[config.mk]
export PLATFORM = sky130hd
export DESIGN_NAME = opb_coeff_bank
export DESIGN_NICKNAME = d
export VERILOG_FILES = /design/src/rtl/opb_coeff_bank_pkg.sv /design/src/rtl/opb_slave_ack_fsm.sv /design/src/rtl/opb_coeff_bank.sv
export SDC_FILE = /design/constraint.sdc
export NUM_CORES = 1
export LEC_CHECK = 0
export CORE_ASPECT_RATIO = 0.6
export CORE_UTILIZATION = 30
export DETAILED_ROUTE_END_ITERATION = 10
export SYNTH_ARGS = -nofsm -noshare
export SYNTH_HDL_FRONTEND = slang
export SYNTH_HIERARCHICAL = 1
export SYNTH_SLANG_ARGS = --single-unit
[constraint.sdc]
create_clock -name OPB_Clk -period 23.2 [get_ports OPB_Clk]
set_input_delay 4.64 -clock OPB_Clk [delete_from_list [all_inputs] [get_ports OPB_Clk]]
set_output_delay 4.64 -clock OPB_Clk [all_outputs]
set_load 0.005 [all_outputs]
[src/rtl/opb_coeff_bank_pkg.sv]
// Shared types and constants for the OPB coefficient bank: handshake states,
// CTRL word layout and the byte-lane merge helper.
package opb_coeff_bank_pkg;

  typedef enum logic [1:0] {
    IDLE = 2'd0,
    ACK  = 2'd1,
    HOLD = 2'd2
  } ack_state_e;

  localparam int CTRL_IDX         = 0;
  localparam int CTRL_PENDING_BIT = 0;
  localparam int CTRL_COMMIT_BIT  = 0;
  localparam int COUNT_W          = 16;
  localparam int COUNT_LSB        = 16;

  // be_v[b] enables value byte b, i.e. bits [8b+7:8b]
  function automatic logic [31:0] merge_bytes(input logic [31:0] old_v,
                                               input logic [31:0] new_v,
                                               input logic [3:0]  be_v);
    logic [31:0] r;
    r = old_v;
    for (int b = 0; b < 4; b++) begin
      if (be_v[b]) r[8*b +: 8] = new_v[8*b +: 8];
    end
    return r;
  endfunction

endpackage

[src/rtl/opb_slave_ack_fsm.sv]
// OPB slave handshake: one acknowledge cycle per hit, then wait for the
// master to drop select before accepting another transfer.
//
//   state | meaning
//   IDLE  | waiting for a hit; a hit is accepted (and written) on leaving
//   ACK   | Sl_xferAck asserted for this single cycle, read data driven
//   HOLD  | transfer done, waiting for OPB_select to fall
module opb_slave_ack_fsm
  import opb_coeff_bank_pkg::*;
(
  input  logic clk,
  input  logic rst,
  input  logic select,
  input  logic hit,
  output logic ack,
  output logic accept
);

  ack_state_e state, state_nxt;

  always_ff @(posedge clk or posedge rst) begin
    if (rst) state <= IDLE;
    else     state <= state_nxt;
  end

  always_comb begin
    state_nxt = state;
    accept    = 1'b0;
    case (state)
      IDLE: begin
        if (hit) begin
          state_nxt = ACK;
          accept    = 1'b1;
        end
      end
      ACK:  state_nxt = HOLD;
      HOLD: if (!select) state_nxt = IDLE;
      default: state_nxt = IDLE;
    endcase
  end

  assign ack = (state == ACK);

endmodule

[src/rtl/opb_coeff_bank.sv]
// OPB slave holding NUM_REGS coefficient words behind a shadow bank, with an
// atomic commit (COMMIT_MODE=1) or per-word write-through (COMMIT_MODE=0).
module opb_coeff_bank
  import opb_coeff_bank_pkg::*;
#(
  parameter logic [31:0] C_BASEADDR   = 32'h01000600,
  parameter logic [31:0] C_HIGHADDR   = 32'h010006FF,
  parameter int          C_OPB_AWIDTH = 32,
  parameter int          C_OPB_DWIDTH = 32,
  parameter int          NUM_REGS     = 8,
  parameter int          COMMIT_MODE  = 1,
  parameter logic [31:0] C_INIT       = 32'h0
) (
  input  logic                     OPB_Clk,
  input  logic                     OPB_Rst,
  input  logic [0:31]              OPB_ABus,
  input  logic [0:3]               OPB_BE,
  input  logic [0:31]              OPB_DBus,
  input  logic                     OPB_RNW,
  input  logic                     OPB_select,
  input  logic                     OPB_seqAddr,
  output logic [0:31]              Sl_DBus,
  output logic                     Sl_xferAck,
  output logic                     Sl_errAck,
  output logic                     Sl_retry,
  output logic                     Sl_toutSup,
  output logic [NUM_REGS*32-1:0]   user_data_out,
  output logic                     user_update
);

  logic [31:0] addr, wdata, offset, idx, idx_q, rdata;
  logic [3:0]  be;
  logic        hit, accept, ack, wr;
  logic        ctrl_hit, shadow_hit, commit_set, pend_set;
  logic        commit_req, pending;
  logic [COUNT_W-1:0]          commit_count;
  logic [NUM_REGS-1:0][31:0]   shadow, active;
  logic        unused_ok;

  // OPB bit 0 is the MSB, so plain packed assignment gives value ordering
  assign addr   = OPB_ABus;
  assign wdata  = OPB_DBus;
  assign be     = OPB_BE;
  assign offset = addr - C_BASEADDR;
  assign idx    = offset >> 2;

  assign hit        = OPB_select && (addr >= C_BASEADDR) && (addr <= C_HIGHADDR);
  assign wr         = accept && !OPB_RNW;
  assign ctrl_hit   = (idx == 32'(CTRL_IDX));
  assign shadow_hit = (idx >= 32'd1) && (idx <= 32'(NUM_REGS));

  assign commit_set = (COMMIT_MODE != 0)
                    ? (wr && ctrl_hit && be[0] && wdata[CTRL_COMMIT_BIT])
                    : (wr && shadow_hit && (|be));
  assign pend_set   = (COMMIT_MODE != 0) && wr && shadow_hit && (|be);

  opb_slave_ack_fsm u_ack_fsm (
    .clk    (OPB_Clk),
    .rst    (OPB_Rst),
    .select (OPB_select),
    .hit    (hit),
    .ack    (ack),
    .accept (accept)
  );

  always_ff @(posedge OPB_Clk or posedge OPB_Rst) begin
    if (OPB_Rst) begin
      shadow       <= {NUM_REGS{C_INIT}};
      active       <= {NUM_REGS{C_INIT}};
      idx_q        <= '0;
      commit_req   <= 1'b0;
      user_update  <= 1'b0;
      pending      <= 1'b0;
      commit_count <= '0;
    end else begin
      commit_req  <= commit_set;
      user_update <= commit_req;
      if (accept) idx_q <= idx;
      for (int k = 0; k < NUM_REGS; k++) begin
        if (wr && (idx == 32'(k + 1))) shadow[k] <= merge_bytes(shadow[k], wdata, be);
      end
      // In write-through mode shadows always equal the outputs, so copying
      // the whole bank is the same as copying the one written word.
      if (commit_req) begin
        active <= shadow;
        if (COMMIT_MODE != 0) begin
          commit_count <= commit_count + 1'b1;
          pending      <= 1'b0;
        end
      end else if (pend_set) begin
        pending <= 1'b1;
      end
    end
  end

  always_comb begin
    rdata = '0;
    if (idx_q == 32'(CTRL_IDX)) begin
      rdata[COUNT_LSB +: COUNT_W]  = commit_count;
      rdata[CTRL_PENDING_BIT]      = pending;
    end else begin
      for (int k = 0; k < NUM_REGS; k++) begin
        if (idx_q == 32'(k + 1)) rdata = shadow[k];
      end
    end
  end

  assign Sl_DBus       = (ack && OPB_RNW) ? rdata : 32'h0;
  assign Sl_xferAck    = ack;
  assign Sl_errAck     = 1'b0;
  assign Sl_retry      = 1'b0;
  assign Sl_toutSup    = 1'b0;
  assign user_data_out = active;

  assign unused_ok = &{1'b0, OPB_seqAddr, (C_OPB_AWIDTH == 32), (C_OPB_DWIDTH == 32)};

endmodule

==> run summary <==
Final core occ - 38.6%
CP Cell Sequence - clkdlybuf4s50_1, nand2_1, nor3b_2, buf_4, a22oi_1, o21ai_0, clkdlybuf4s50_1
Synth Warn # - 6
Post-synth EDFFs - 0
Fillers - 7653
Instance count on the critical path - 7
Post-synthesis cell type count - 67
Req. time, crit path - 18.56 ns
Pleak - 0.0148 uW
Post-CTS Setup Bufs - 0
Core area - 81600 um2
CP max stage cell - nor3b_2
Total power draw - 1970 uW
Initial Util - 30.4%
Power Density - 62.5 nW/um2
Number of CTS-inserted buffers - 56
# H-tree levels - 2
Leading area contributor after synthesis - dfrtp_1
Synth Area per Inst - 13.6 um2
WP data arrival - 8.04 ns
Sink Count - 563
Worst-path fanout max - 21
Minimum clock period - 12.68 ns
Die width - 373 um
Clock root cell - clkbuf_16
Number of global-route vias before repair - 17.6k
Worst-Skew Late Latency - 0.63 ns
Die area - 83700 um2
Rows - 81
All-Layer GR Usage - 19.1%
Mapped Cells - 1823
Least-Margin Pin Slew - 1.23 ns
Cell family with most CP delay - buffers and inverters
Crit path capture - Sl_DBus[5]
Clock Pin Slew Worst Setup and Hold Paths - 0.07 ns
Number of vias per cell - 5.06
Tcrit/Tclk final - 54.6%
Commonest non-fill, non-tap cell in the layout - dfrtp_1
Final Max Tran Viols - 0
Area of the multi-input gates - 10300 um2
Die extent in y - 225 um
Most frequent cells in the layout - dfrtp_1 (560), mux2_2 (507), clkdlybuf4s50_1 (361)
Hold Buf Count CTS - 0
Worst r2r path cells - 9
Global route overflow - 0
Routability cong. - 0.842
WL/cell - 24.4 um
CTS tree - built
PostCTS Resize Cnt - 0
FF-to-FF End - shadow[93]$_DFFE_PP0P_
Antenna-violating nets left - 0
Ports - 366
Synth Register Bits - 563
Share of layout cells above drive strength 1 - 31.8%
Critical R2R Launch - u_ack_fsm/state[1]$_DFFE_PP0P_
Yosys top cell area share - 56.9%
Beginning of the critical path - OPB_RNW
Max Freq - 78.9 MHz
Global-route wire length before repair - 120000 um
Port bufs - 361
Final hold violation count - 0
Setup crit start kind - input pin
Area Growth Syn to Fin - 27.1%
Status - completed
CTS max path bufs - 3
Buf/Inv on CP - 3
FF+latch area - 14100 um2
RSZ-0062 raised after global routing - no
Critical path type - input pin to output port
CP endpoint kind - output port
Via count - 16.7k
Final instance area - 31500 um2
Setup TNS - 0 ns
Worst VDD drop - 49.8 uV
Worst min path class - register to register
Largest cells by area after synthesis - dfrtp_1 (57%), mux2_2 (23%), nor4_4 (2.7%), nor2_1 (1.9%), a21oi_1 (1.6%)
Post-Syn Area - 24800 um2
MaxCap Viol Count - 0
Final hold slack - 0.500 ns
Critical Path Most Common Cell - clkdlybuf4s50_1
Pin count of the biggest net entering global routing - 116
Final net count - 2252
DRT Pass-1 Iters - 5
Top FF cell, synth - dfrtp_1
Slew HR - 17.6%
Antenna violations before repair - 9
DP HPWL - 54900 um
DP Area - 29600 um2
Final setup violation count - 0
FF-to-FF setup slack - 19.14 ns
Iter 0 DRT Violations - 1039
Ys async rst share - 100%
Final wirelength - 80600 um
Worst path max stage delay - 0.90 ns
Clk_skew - 0.0319 ns
Sequential share of the synthesized area - 56.9%
DRC violations left - 0
registers in the layout (all words and copies together) (netlist names):
name,flops
pending,1
user_update,1
idx_q,30
commit_req,1
user_data_out,256
commit_count,16
u_ack_fsm/state,2
shadow,256
metrics by stage:
stage,std cells,worst slack (ns)
detailed placement,3198,10.47
CTS,3301,10.47
global placement,3198,10.48
global route,3301,10.36
floorplan,1825,2.87
finish,3304,10.52
synth_stat cells, types with 5 or more instances:
cell type and count:
nor4_4 32, a211oi_1 5, xnor2_1 12, nand4_1 7, clkbuf_1 72, nor4_1 17, nand3_1 16, mux2_4 24
a221oi_1 5, a21oi_1 81, a22oi_1 13, nor2b_1 5, buf_2 5, mux2_2 507, or3_1 8, nand2b_1 7
o211ai_1 16, o32ai_1 11, o31ai_1 5, nor3_1 10, mux2i_1 32, xor2_1 22, buf_4 5, nor3b_1 5
buf_1 9, o21ai_0 73, and3_1 8, nor2_1 124, dfrtp_1 563, nand2_1 60
power breakdown:
group | switching [uW] | leakage [uW] | internal (uW)
sequential | 0.0140 | 0.00785 | 982
clock | 401 | 0.000902 | 524
combinational | 44.2 | 0.00602 | 16.4
per-layer routing:
layer	global-route usage, %	wire length [um]	part of all wire (%)	vias up
met3	4.92	5220	6.5	91
met5	0	54	0.067	-
met1	27.5	38700	48	8806
met2	29.2	35600	44	475
met4	3.39	1090	1.3	8
li1	-	-	-	7350
worst min path at each step:
stage                                                 to  slack, ns                            from  cells past startpoint
after floorplan                    user_update$_DFF_PP0_       0.37            commit_req$_DFF_PP0_                      0
after global placement    u_ack_fsm/state[0]$_DFFE_PP0P_       0.48  u_ack_fsm/state[0]$_DFFE_PP0P_                      1
after detailed placement  user_data_out[165]$_DFFE_PP0P_       0.49  user_data_out[165]$_DFFE_PP0P_                      1
after CTS                 u_ack_fsm/state[0]$_DFFE_PP0P_       0.51  u_ack_fsm/state[0]$_DFFE_PP0P_                      1
after global routing      user_data_out[187]$_DFFE_PP0P_       0.52  user_data_out[187]$_DFFE_PP0P_                      1
final                     u_ack_fsm/state[0]$_DFFE_PP0P_       0.50  u_ack_fsm/state[0]$_DFFE_PP0P_                      1
layout make-up:
class | instances | share of cell area [%]
sequential | 563 | 44.8
clock inverter | 26 | 0.874
antenna | 3 | 0.0238
timing repair buffer | 388 | 12.1
inverter | 5 | 0.0835
tap | 1079 | 4.29
multi-input combinational | 1163 | 32.8
clock buffer | 77 | 5.02
kinds of logic (layout without fill, tap and decap cells):
group / count (synthesis) / in the layout / synth area share [%]
and+or+nand+nor: 327 / 327 / 8.65
muxes: 563 / 563 / 25.8
other: 1 / 6 / 0.0151
buffers and inverters: 99 / 496 / 1.67
xor gates and xnor gates: 34 / 34 / 1.20
DFF: 563 / 563 / 56.9
adders and majority gates: 2 / 2 / 0.101
AOI/OAI and AO/OA: 234 / 234 / 5.67
Power figures use the tool's default switching activity.
